--- src/rtl/alu_pkg.sv ---
// Shared ALU definitions: operation codes, sequencer state encoding and
// the width of the ALU latency counter.
package alu_pkg;

   localparam logic [2:0] OP_AND = 3'd0;
   localparam logic [2:0] OP_ADD = 3'd1;
   localparam logic [2:0] OP_LDA = 3'd2;
   localparam logic [2:0] OP_CMA = 3'd3;
   localparam logic [2:0] OP_CIR = 3'd4;
   localparam logic [2:0] OP_CIL = 3'd5;
   localparam logic [2:0] OP_INC = 3'd6;
   localparam logic [2:0] OP_CLA = 3'd7;

   localparam int CNT_W = 3;

   typedef enum logic [1:0] {
      ST_IDLE = 2'd0,
      ST_EXEC = 2'd1,
      ST_RESP = 2'd2
   } state_e;

endpackage

--- src/rtl/alu_op_sequencer.sv ---
// Issues one ALU operation at a time, waits out the ALU latency, captures
// ALU_out into the accumulator and returns it over a valid/ready handshake.
module alu_op_sequencer
   import alu_pkg::*;
#(
   parameter int W           = 16,
   parameter int ALU_LATENCY = 1
) (
   input  logic         clk,
   input  logic         rst_n,
   input  logic         req_valid,
   output logic         req_ready,
   input  logic [2:0]   req_op,
   input  logic [W-1:0] req_operand,
   output logic [2:0]   alu_ctrl,
   output logic [W-1:0] alu_ac,
   output logic [W-1:0] alu_dr,
   input  logic [W-1:0] alu_out,
   output logic         rsp_valid,
   input  logic         rsp_ready,
   output logic [W-1:0] rsp_data,
   output logic         ac_zero,
   output logic         busy
);

   localparam logic [CNT_W-1:0] LAT_INIT = CNT_W'(ALU_LATENCY);

   state_e             state_q, state_d;
   logic [W-1:0]       ac_q, ac_d;
   logic [W-1:0]       dr_q, dr_d;
   logic [2:0]         ctrl_q, ctrl_d;
   logic [CNT_W-1:0]   cnt_q, cnt_d;

   always_ff @(posedge clk or negedge rst_n) begin
      if (!rst_n) begin
         state_q <= ST_IDLE;
         ac_q    <= '0;
         dr_q    <= '0;
         ctrl_q  <= '0;
         cnt_q   <= '0;
      end else begin
         state_q <= state_d;
         ac_q    <= ac_d;
         dr_q    <= dr_d;
         ctrl_q  <= ctrl_d;
         cnt_q   <= cnt_d;
      end
   end

   always_comb begin
      state_d = state_q;
      ac_d    = ac_q;
      dr_d    = dr_q;
      ctrl_d  = ctrl_q;
      cnt_d   = cnt_q;
      case (state_q)
         ST_IDLE: begin
            if (req_valid) begin
               dr_d    = req_operand;
               ctrl_d  = req_op;
               cnt_d   = LAT_INIT;
               state_d = ST_EXEC;
            end
         end
         ST_EXEC: begin
            // Ctrl/DR stay frozen here so the ALU sees stable inputs.
            if (cnt_q == '0) begin
               ac_d    = alu_out;
               state_d = ST_RESP;
            end else begin
               cnt_d = cnt_q - 1'b1;
            end
         end
         ST_RESP: begin
            if (rsp_ready) begin
               state_d = ST_IDLE;
            end
         end
         default: state_d = ST_IDLE;
      endcase
   end

   assign req_ready = (state_q == ST_IDLE);
   assign rsp_valid = (state_q == ST_RESP);
   assign busy      = (state_q != ST_IDLE);
   assign rsp_data  = ac_q;
   assign alu_ac    = ac_q;
   assign alu_dr    = dr_q;
   assign alu_ctrl  = ctrl_q;
   assign ac_zero   = (ac_q == '0);

endmodule
--- config.mk ---
export PLATFORM = sky130hd
export DESIGN_NAME = alu_op_sequencer
export DESIGN_NICKNAME = d
export VERILOG_FILES = /design/src/rtl/alu_pkg.sv /design/src/rtl/alu_op_sequencer.sv
export SDC_FILE = /design/constraint.sdc
export NUM_CORES = 1
export LEC_CHECK = 0
export BUFFER_PORTS_ARGS = -buffer_cell sky130_fd_sc_hd__buf_2
export CAP_MARGIN = 10
export CORE_MARGIN = 3
export CORE_UTILIZATION = 40
export DETAILED_ROUTE_END_ITERATION = 10
export PLACE_DENSITY = 0.75
export SYNTH_ARGS = -nofsm -noshare
export SYNTH_HDL_FRONTEND = slang
export SYNTH_SLANG_ARGS = --single-unit
--- constraint.sdc ---
create_clock -name clk -period 1.6 [get_ports clk]
set_input_delay 0.08 -clock clk [delete_from_list [all_inputs] [get_ports clk]]
set_output_delay 0.08 -clock clk [all_outputs]
set_load 0.02 [all_outputs]
### Yosys cells after proc, flatten, opt, wreduce, memory -nomap -nowiden

Index checks and enable logic that the tools add are counted.

* register bits after elaboration: 40
* bits of input ports: 39
* output and inout bits: 55
* word-level logic and storage cells: 28

* add/subtract/negate cells: 1
* equal/unequal tests: 6
* multiplexer cells: 7
* reduce and logical (&&, ||, !) cells: 9

Operators with widths (number)
* logical NOT 16 bit: 1
* 2-to-1 mux 2 bit: 3
* 2-to-1 mux 3 bit: 2
* inequality test 2 bit, second input constant: 3
* case mux 2 bit (3 select lines): 1
* case mux 3 bit (2 select lines): 1
* AND reduction 3 bit: 2
* AND reduction 2 bit: 2
* nonzero test 2 bit: 2
* logical NOT 3 bit: 1
* subtractor 3 x 1 -> 3 bit, second input constant: 1
* equality test 2 x 1 -> 1 bit, second input constant: 1
* equality test 2 bit, second input constant: 1
* logical NOT 2 bit: 1
* inequality test 2 x 1 -> 1 bit, second input constant: 1

### Logic depth before layout (Yosys ltp)

Gate-level depths: netlist of run 1.

* word-level depth: 3
* depth in mapped cells: 6
* mapped depth without buffers: 5

### Worst setup path after synthesis of run 1

Ideal clock, no wire load.

* path kind: reg-to-reg
* from: reg cnt_q[0]
* to: reg ac_q[10] (netlist: alu_ac[10])
* library setup time: 125 ps
* arrival: 1654 ps
* data required time: 1475 ps
* slack: -179 ps
* cell stages (with the launch flop): 7
* buffers on the path: 1
* period minus slack after synthesis: 1779 ps
* cells stage by stage: dfrtp_1 -> inv_1 -> ha_1 -> nand2b_4 -> nor3b_4 -> buf_4 -> mux2_2

* word-level cells in the longest chain between the ends: 2

RTL lines
* from (decl): line alu_op_sequencer.sv:32 `logic [CNT_W-1:0] cnt_q, cnt_d;`
* from (signal assigned): line alu_op_sequencer.sv:46 `cnt_q <= cnt_d;`
* logical NOT 3 bit: line alu_op_sequencer.sv:67 `if (cnt_q == '0) begin`
* AND reduction 2 bit (no source line)
* to (signal assigned): line alu_op_sequencer.sv:37 `ac_q <= '0;`
* to (signal assigned): line alu_op_sequencer.sv:43 `ac_q <= ac_d;`
* to (decl): line alu_op_sequencer.sv:29 `logic [W-1:0] ac_q, ac_d;`

Every way passes these cells.
A chain may end at the register's enable or synchronous reset.

### Worst setup path after layout of run 1

* from: reg cnt_q[1]
* to: reg ac_q[13] (netlist: alu_ac[13])

Same word-level chain as after synthesis.

==> run_results.csv, run 1 <==
group,metric,value,unit
outcome,status,"complete, no violations",
yosys,syn_nets,164,
worst_setup_path,cp-startpoint,"cnt_q[1]$_DFFE_PN0P_",
worst_hold_path,hp-start,"alu_out[7]",
cells_and_area,drive_gt1_share,72.7,%
place,io_buffers,93,
sta,finalCriticalPeriod,1.58,ns
grt,grt_pass1_wl,6050,um
clocking,cts_buffers,5,
clocking,clock_sinks,40,
worst_setup_path,r2r_start,"cnt_q[1]$_DFFE_PN0P_",
sta,rsz0062_at_grt,"yes",
sta,tightest_slew,0.654,ns
grt,overflow,0,
worst_setup_path,start_kind,"register",
yosys,syn_avg_cell_area,14.8,um2
grt,grt_pass1_vias,1282,
yosys,synth_top_family_by_area,"multiplexers",
worst_setup_path,crit_buf_inv,2,
grt,grt_max_degree,31,
pwr,p_leak,1.25,nW
sta,hold_viol_final,0,
yosys,synth_area_leaders,"dfrtp_1 (55%), mux2_2 (16%), mux2_4 (8.3%)",
grt,track_usage,14.5,%
place,hpwl,2870,um
clocking,clkTransAtPathRegs,0.07,ns
yosys,syn_area,0.00182,mm2
yosys,ys_seq_area_share,55.1,%
cells_and_area,stdcell_count,270,
clocking,cts_tree,"done",
routing,wl_per_cell,14.1,um
worst_setup_path,criticalPathCategory,"reg -> reg",
yosys,ys_types,26,
sta,setup_tns,0,ns
worst_setup_path,slowest_stage,"dfrtp_1",
job,drv_cap,0,
place,placed_area,0.00225,mm2
routing,dr.pass1.iters,4,
cells_and_area,finalNetCount,261,
yosys,synthCells,123,
floorplan,ios,94,
clocking,clk_latency,0.28,ns
yosys,yosysTopAreaCellShare,55.1,%
cells_and_area,design_area,0.00242,mm2
sta,setup_violations,0,
yosys,ys_ff_latch,40,
place,post-place-ws,0.0296,ns
worst_hold_path,hold_path_class,"in -> reg",
grt,antenna_found_initial,0,
worst_hold_path,whs_path_depth,2,
worst_setup_path,slowest_delay,0.41,ns
sta,max-slew-margin-rel,56.4,%
floorplan,fp.dieH,73.4,um
cells_and_area,layout_common_cells,"buf_2 (93), dfrtp_1 (40), mux2_2 (25)",
cells_and_area,synthToLayoutAreaGrowth,33.4,%
sta,fin_skew,0.00693,ns
place,placedCellCount,252,
worst_setup_path,crit_arrival,1.75,ns
pwr,pwr_density_cell,2380,mW/mm2
worst_setup_path,cp.depth,6,
routing,vias_per_cell,4.61,
floorplan,core,0.00420,mm2
yosys,synth_compound_area_share,2.82,%
clocking,htreeDepth,2,
yosys,synthAdderAreaFrac,1.38,%
yosys,synth.largest_area_cell,"dfrtp_1",
cells_and_area,final_common_cell,"buf_2",
sta,drv_slew,0,
yosys,synthMuxAreaShare,24.9,%
sta,layout_worst_path_cycle_share,98.8,%
place,gp_congestion,0.746,
worst_setup_path,end_kind,"register",
sta,setup_ws,0.0190,ns
pwr,peakVddDrop,0.00110,V
yosys,yosys.area_share.simple,6.06,%
routing,vias,1245,
cells_and_area,antennaDiodeCount,0,
worst_setup_path,crit_path_max_fanout,17,
clocking,cts_root_buffer,"clkbuf_8",
yosys,synth_warnings,0,
worst_setup_path,r2r.worst_path.cells,6,
routing,ant_nets,0,
routing,route.detailed.drc,0,
floorplan,rows,23,
worst_setup_path,crit_family,"flip-flops",
routing,drt_iter0_markers,23,
floorplan,die_x,73.4,um
sta,fmax,633,MHz
worst_setup_path,crit_chain,"inv_2, ha_4, nand2b_4, nor3b_4, buf_12, mux2_2",
routing,drt-total-wl,3800,um
floorplan,initial_core_util,43.3,%
clocking,cts_buffer_depth,2,
worst_setup_path,cp.required,1.77,ns
floorplan,die-area,0.00539,mm2
yosys,synthXorXnorAreaFrac,0,%
==> power by group <==
part / switching (mW) / internal (mW) / leakage (nW)
Sequential: 0.384 / 1.54 / 0.474
Combinational: 1.71 / 1.52 / 0.738
Clock: 0.315 / 0.296 / 0.0410
==> repair_timing <==
action	in CTS	in global routing
setup buffers	0	10
endpoints found under the hold margin	28	0
hold buffers	1	0
gates resized for setup	0	2
endpoints found under the setup margin	0	26
==> sequential cells by signal, indices dropped and copies added (netlist names) <==
| register | cells |
|---|---|
| state_q | 2 |
| alu_dr | 16 |
| alu_ctrl | 3 |
| alu_ac | 16 |
| cnt_q | 3 |
==> worst register-to-register path, stage by stage, from the launching register on <==
cell	delay [ns]
dfrtp_1	0.41
inv_2	0.09
ha_4	0.15
nand2b_4	0.07
nor3b_4	0.21
buf_12	0.18
mux2_2	0.34
==> logic make-up (layout without fill, tap and decap cells) <==
family          after synthesis  count (layout)
flops                        40              40
mux                          37              37
buf+inv                      24             121
simple gates                 13              13
compound gates                7               7
fa+ha+maj                     2               2
==> final timing paths <==
kind | endpoint | slack, ns
max in group asynchronous | alu_ctrl[1]$_DFFE_PN0P_ | 0.69
worst min register to register | alu_dr[15]$_DFFE_PN0P_ | 0.51
worst min-delay path | alu_ac[7]$_DFFE_PN0P_ | 0.02
min in group asynchronous | alu_ac[8]$_DFFE_PN0P_ | 0.36
worst max-delay path | alu_ac[13]$_DFFE_PN0P_ | 0.02
worst max register to register | alu_ac[13]$_DFFE_PN0P_ | 0.02
==> cells in the mapped netlist <==
cell,count
mux2_2,26
buf_4,17
a22o_1,2
mux2_4,10
and2_4,1
inv_1,4
nor3b_4,1
nor2_1,1
dfrtp_1,40
ha_1,2
and4_1,1
o21bai_1,1
or2_4,1
nand2b_4,1
a31oi_1,1
a21o_1,1
nor4_1,4
nor2b_1,1
buf_12,1
a22oi_1,1
nand2b_1,1
mux2i_1,1
or4b_2,1
o21ai_0,1
inv_2,1
buf_6,1
==> layout make-up <==
class	instances	area, um2
clock buffers	6	72.6
clock inverters	1	5.00
fillers	361	1780
inverters	5	21.3
multi-input cells	59	662
flip-flops and latches	40	1000
well taps	50	62.6
repair buffers	109	601
==> metrics by stage <==
| step | hold slack (ns) | total power, mW | util [%] |
|---|---|---|---|
| 2_1_floorplan | -0.216 | 4.34 | - |
| 3_3_place_gp | 0.149 | 4.99 | 53.6 |
| 3_5_place_dp | 0.158 | 5.06 | 53.6 |
| 4_1_cts | 0.0121 | 5.69 | 55.7 |
| 5_1_grt | 0.000832 | 6.15 | 57.7 |
| 6_report | 0.0213 | 5.76 | 57.7 |
==> layer usage <==
metal  wire [um]  GRT usage [%]  up-vias
met5           0              0        -
met4          47           4.83        0
met3         191           3.69        7
met2        2060           25.3       33
met1        1510           17.3      603
li1            -              -      602
Note: power is estimated with default switching activity, not from simulation.
==> run 2: changes to the inputs <==
--- a/config.mk
+++ b/config.mk
@@ -5,12 +5,15 @@
 export SDC_FILE = /design/constraint.sdc
 export NUM_CORES = 1
 export LEC_CHECK = 0
+export ABC_AREA = 1
 export BUFFER_PORTS_ARGS = -buffer_cell sky130_fd_sc_hd__buf_2
 export CAP_MARGIN = 10
 export CORE_MARGIN = 3
-export CORE_UTILIZATION = 40
+export CORE_UTILIZATION = 41
 export DETAILED_ROUTE_END_ITERATION = 10
+export GPL_ROUTABILITY_DRIVEN = 0
 export PLACE_DENSITY = 0.75
+export SKIP_CTS_REPAIR_TIMING = 1
 export SYNTH_ARGS = -nofsm -noshare
 export SYNTH_HDL_FRONTEND = slang
 export SYNTH_SLANG_ARGS = --single-unit
==> run 2 against run 1 <==
Effect of this change: cell area rose by 1.9%; clock skew fell by 0.0012 ns; die area rose by 3.6%; largest power group unchanged; wire length rose by 4.1%.
==> run_results.csv, run 2 <==
group,metric,value,unit
clocking,clock_sinks,40,
sta,drv_slew,0,
clocking,cts_buffer_depth,2,
grt,track_usage,14.4,%
cells_and_area,finalNetCount,336,
yosys,yosys.area_share.simple,25.1,%
sta,hold_viol_final,0,
sta,setup_violations,0,
floorplan,die_x,74.7,um
yosys,synth_compound_area_share,7.89,%
clocking,cts_tree,"done",
yosys,syn_area,0.00194,mm2
yosys,synth.top_cells.by_count,"nand2_1 (55), dfrtp_1 (40), inv_1 (22), nand3_1 (22)",
yosys,yosysTopAreaCellShare,51.7,%
floorplan,fp.dieH,74.7,um
pwr,pwr_density_cell,2350,mW/mm2
worst_setup_path,end_kind,"output pin",
clocking,clkTransAtPathRegs,0.07,ns
yosys,synth_top_family_by_area,"simple AND/OR/NAND/NOR gates",
yosys,ys_types,18,
routing,vias,1606,
floorplan,initial_core_util,43.6,%
pwr,p_leak,1.44,nW
yosys,synthXorXnorAreaFrac,0,%
worst_setup_path,crit_path_max_fanout,21,
sta,fmax,712,MHz
place,hpwl,2940,um
yosys,ys_seq_area_share,51.7,%
floorplan,ios,94,
yosys,syn_avg_cell_area,9.04,um2
cells_and_area,stdcell_count,348,
floorplan,rows,24,
pwr,p_total,5.80,mW
routing,wl_per_cell,11.4,um
routing,route.detailed.drc,0,
floorplan,die-area,0.00558,mm2
worst_setup_path,criticalPathCategory,"reg -> out",
floorplan,core,0.00444,mm2
routing,drt-total-wl,3960,um
outcome,status,"complete, no violations",
yosys,synth.largest_area_cell,"dfrtp_1",
clocking,cts_buffers,5,
pwr,peakVddDrop,0.00101,V
routing,ant_nets,0,
sta,rsz0062_at_grt,"no",
sta,tightest_slew,0.498,ns
sta,timing.hold.ws,0.0187,ns
yosys,synthMuxAreaShare,0,%
cells_and_area,layout_common_cells,"buf_2 (93), nand2_1 (55), dfrtp_1 (40)",
cells_and_area,drive_gt1_share,46.6,%
sta,layout_worst_path_cycle_share,87.8,%
yosys,synth.most_common_cell,"nand2_1",
grt,antenna_found_initial,0,
yosys,syn_nets,255,
routing,dr.pass1.iters,4,
yosys,ys_ff_latch,40,
worst_setup_path,cp.required,1.52,ns
grt,grt_pass1_wl,6150,um
cells_and_area,synthToLayoutAreaGrowth,27.7,%
grt,overflow,0,
worst_setup_path,crit_arrival,1.33,ns
cells_and_area,antennaDiodeCount,0,
sta,max-slew-margin-rel,66.8,%
clocking,cts_root_buffer,"clkbuf_8",
sta,setup_tns,0,ns
routing,vias_per_cell,4.61,
grt,grt_pass1_vias,1421,
sta,fin_skew,0.00574,ns
cells_and_area,fin_util,55.6,%
place,placedCellCount,338,
worst_hold_path,hold_path_class,"in -> reg",
worst_setup_path,start_kind,"register",
place,io_buffers,93,
clocking,htreeDepth,2,
cells_and_area,final_common_cell,"buf_2",
clocking,clk_latency,0.28,ns
sta,finalCriticalPeriod,1.41,ns
yosys,synthAdderAreaFrac,1.29,%
job,drv_cap,0,
yosys,synth-edff-count,0,
yosys,synth_warnings,0,
yosys,synth_ff_type,"dfrtp_1",
yosys,synthArstFlopShare,100,%
grt,grt_max_degree,41,
yosys,synthCells,214,
routing,drt_iter0_markers,74,
yosys,synth_area_leaders,"dfrtp_1 (52%), nand2_1 (11%), o21ai_2 (7.2%)",
run 2: cell count changes after synthesis, moves of 2 or more:
cell	previous run	this run
nand2_1	0	55
mux2_2	26	0
nand3_1	0	22
inv_1	4	22
o21ai_2	0	16
nand2_2	0	13
mux2_4	10	0
nor2_1	1	11
buf_2	0	6
nor4_1	4	0
a22o_1	2	0
buf_6	1	3
nand4_1	0	2
run 2: cell families after synthesis:
| group | Yosys count |
|---|---|
| and+or+nand+nor | 106 |
| AOI/OAI and AO/OA | 18 |
| DFF | 40 |
| buffers and inverters | 48 |
| adders and majority gates | 2 |
run 2: where the power goes:
group	total (mW)	internal [mW]	leakage [nW]	switching, mW
Clock	0.876	0.550	0.0645	0.326
Sequential	1.90	1.51	0.496	0.393
Combinational	3.02	1.05	0.877	1.98
run 2: area by class of cell:
cell class	count	area (um2)
tap	52	65.1
clock buffer	7	96.3
sequential	40	1000
clock inverter	1	30.0
inverter	23	86.3
multi-input combinational	126	664
fill	407	1970
timing repair buffer	99	528
run 2: critical path, stage by stage (launching register included):
cell	delay, ns
dfrtp_1	0.44
nor2_2	0.14
buf_4	0.25
inv_1	0.05
buf_2	0.15
run 2: path summary, 6_finish.rpt:
| path | from | to | slack (ns) | depth (start not counted) |
|---|---|---|---|---|
| min in group asynchronous | rst_n | alu_ac[1]$_DFFE_PN0P_ | 0.39 | 3 |
| max in group asynchronous | rst_n | alu_dr[3]$_DFFE_PN0P_ | 0.87 | 3 |
| min reg2reg | alu_dr[12]$_DFFE_PN0P_ | alu_dr[12]$_DFFE_PN0P_ | 0.47 | 2 |
| min | req_operand[6] | alu_dr[6]$_DFFE_PN0P_ | 0.02 | 3 |
| max reg2reg | cnt_q[0]$_DFFE_PN0P_ | alu_ac[2]$_DFFE_PN0P_ | 0.28 | 6 |
| max | state_q[1]$_DFFE_PN0P_ | busy | 0.19 | 4 |
run 2: per-stage QoR:
stage	worst slack [ns]	area [um2]
global placement	0.324	2320
detailed placement	0.289	2320
global route	0.101	2470
CTS	0.185	2450
finish	0.195	2470
floorplan	0.465	1940
run 2: metal layers:
layer | GRT usage, % | share of wire [%] | up-vias
li1 | - | - | 808
met1 | 17.7 | 45 | 712
met2 | 22.5 | 43 | 82
met3 | 4.67 | 11 | 4
met4 | 7.91 | 1.3 | 0
met5 | 0 | 0 | -
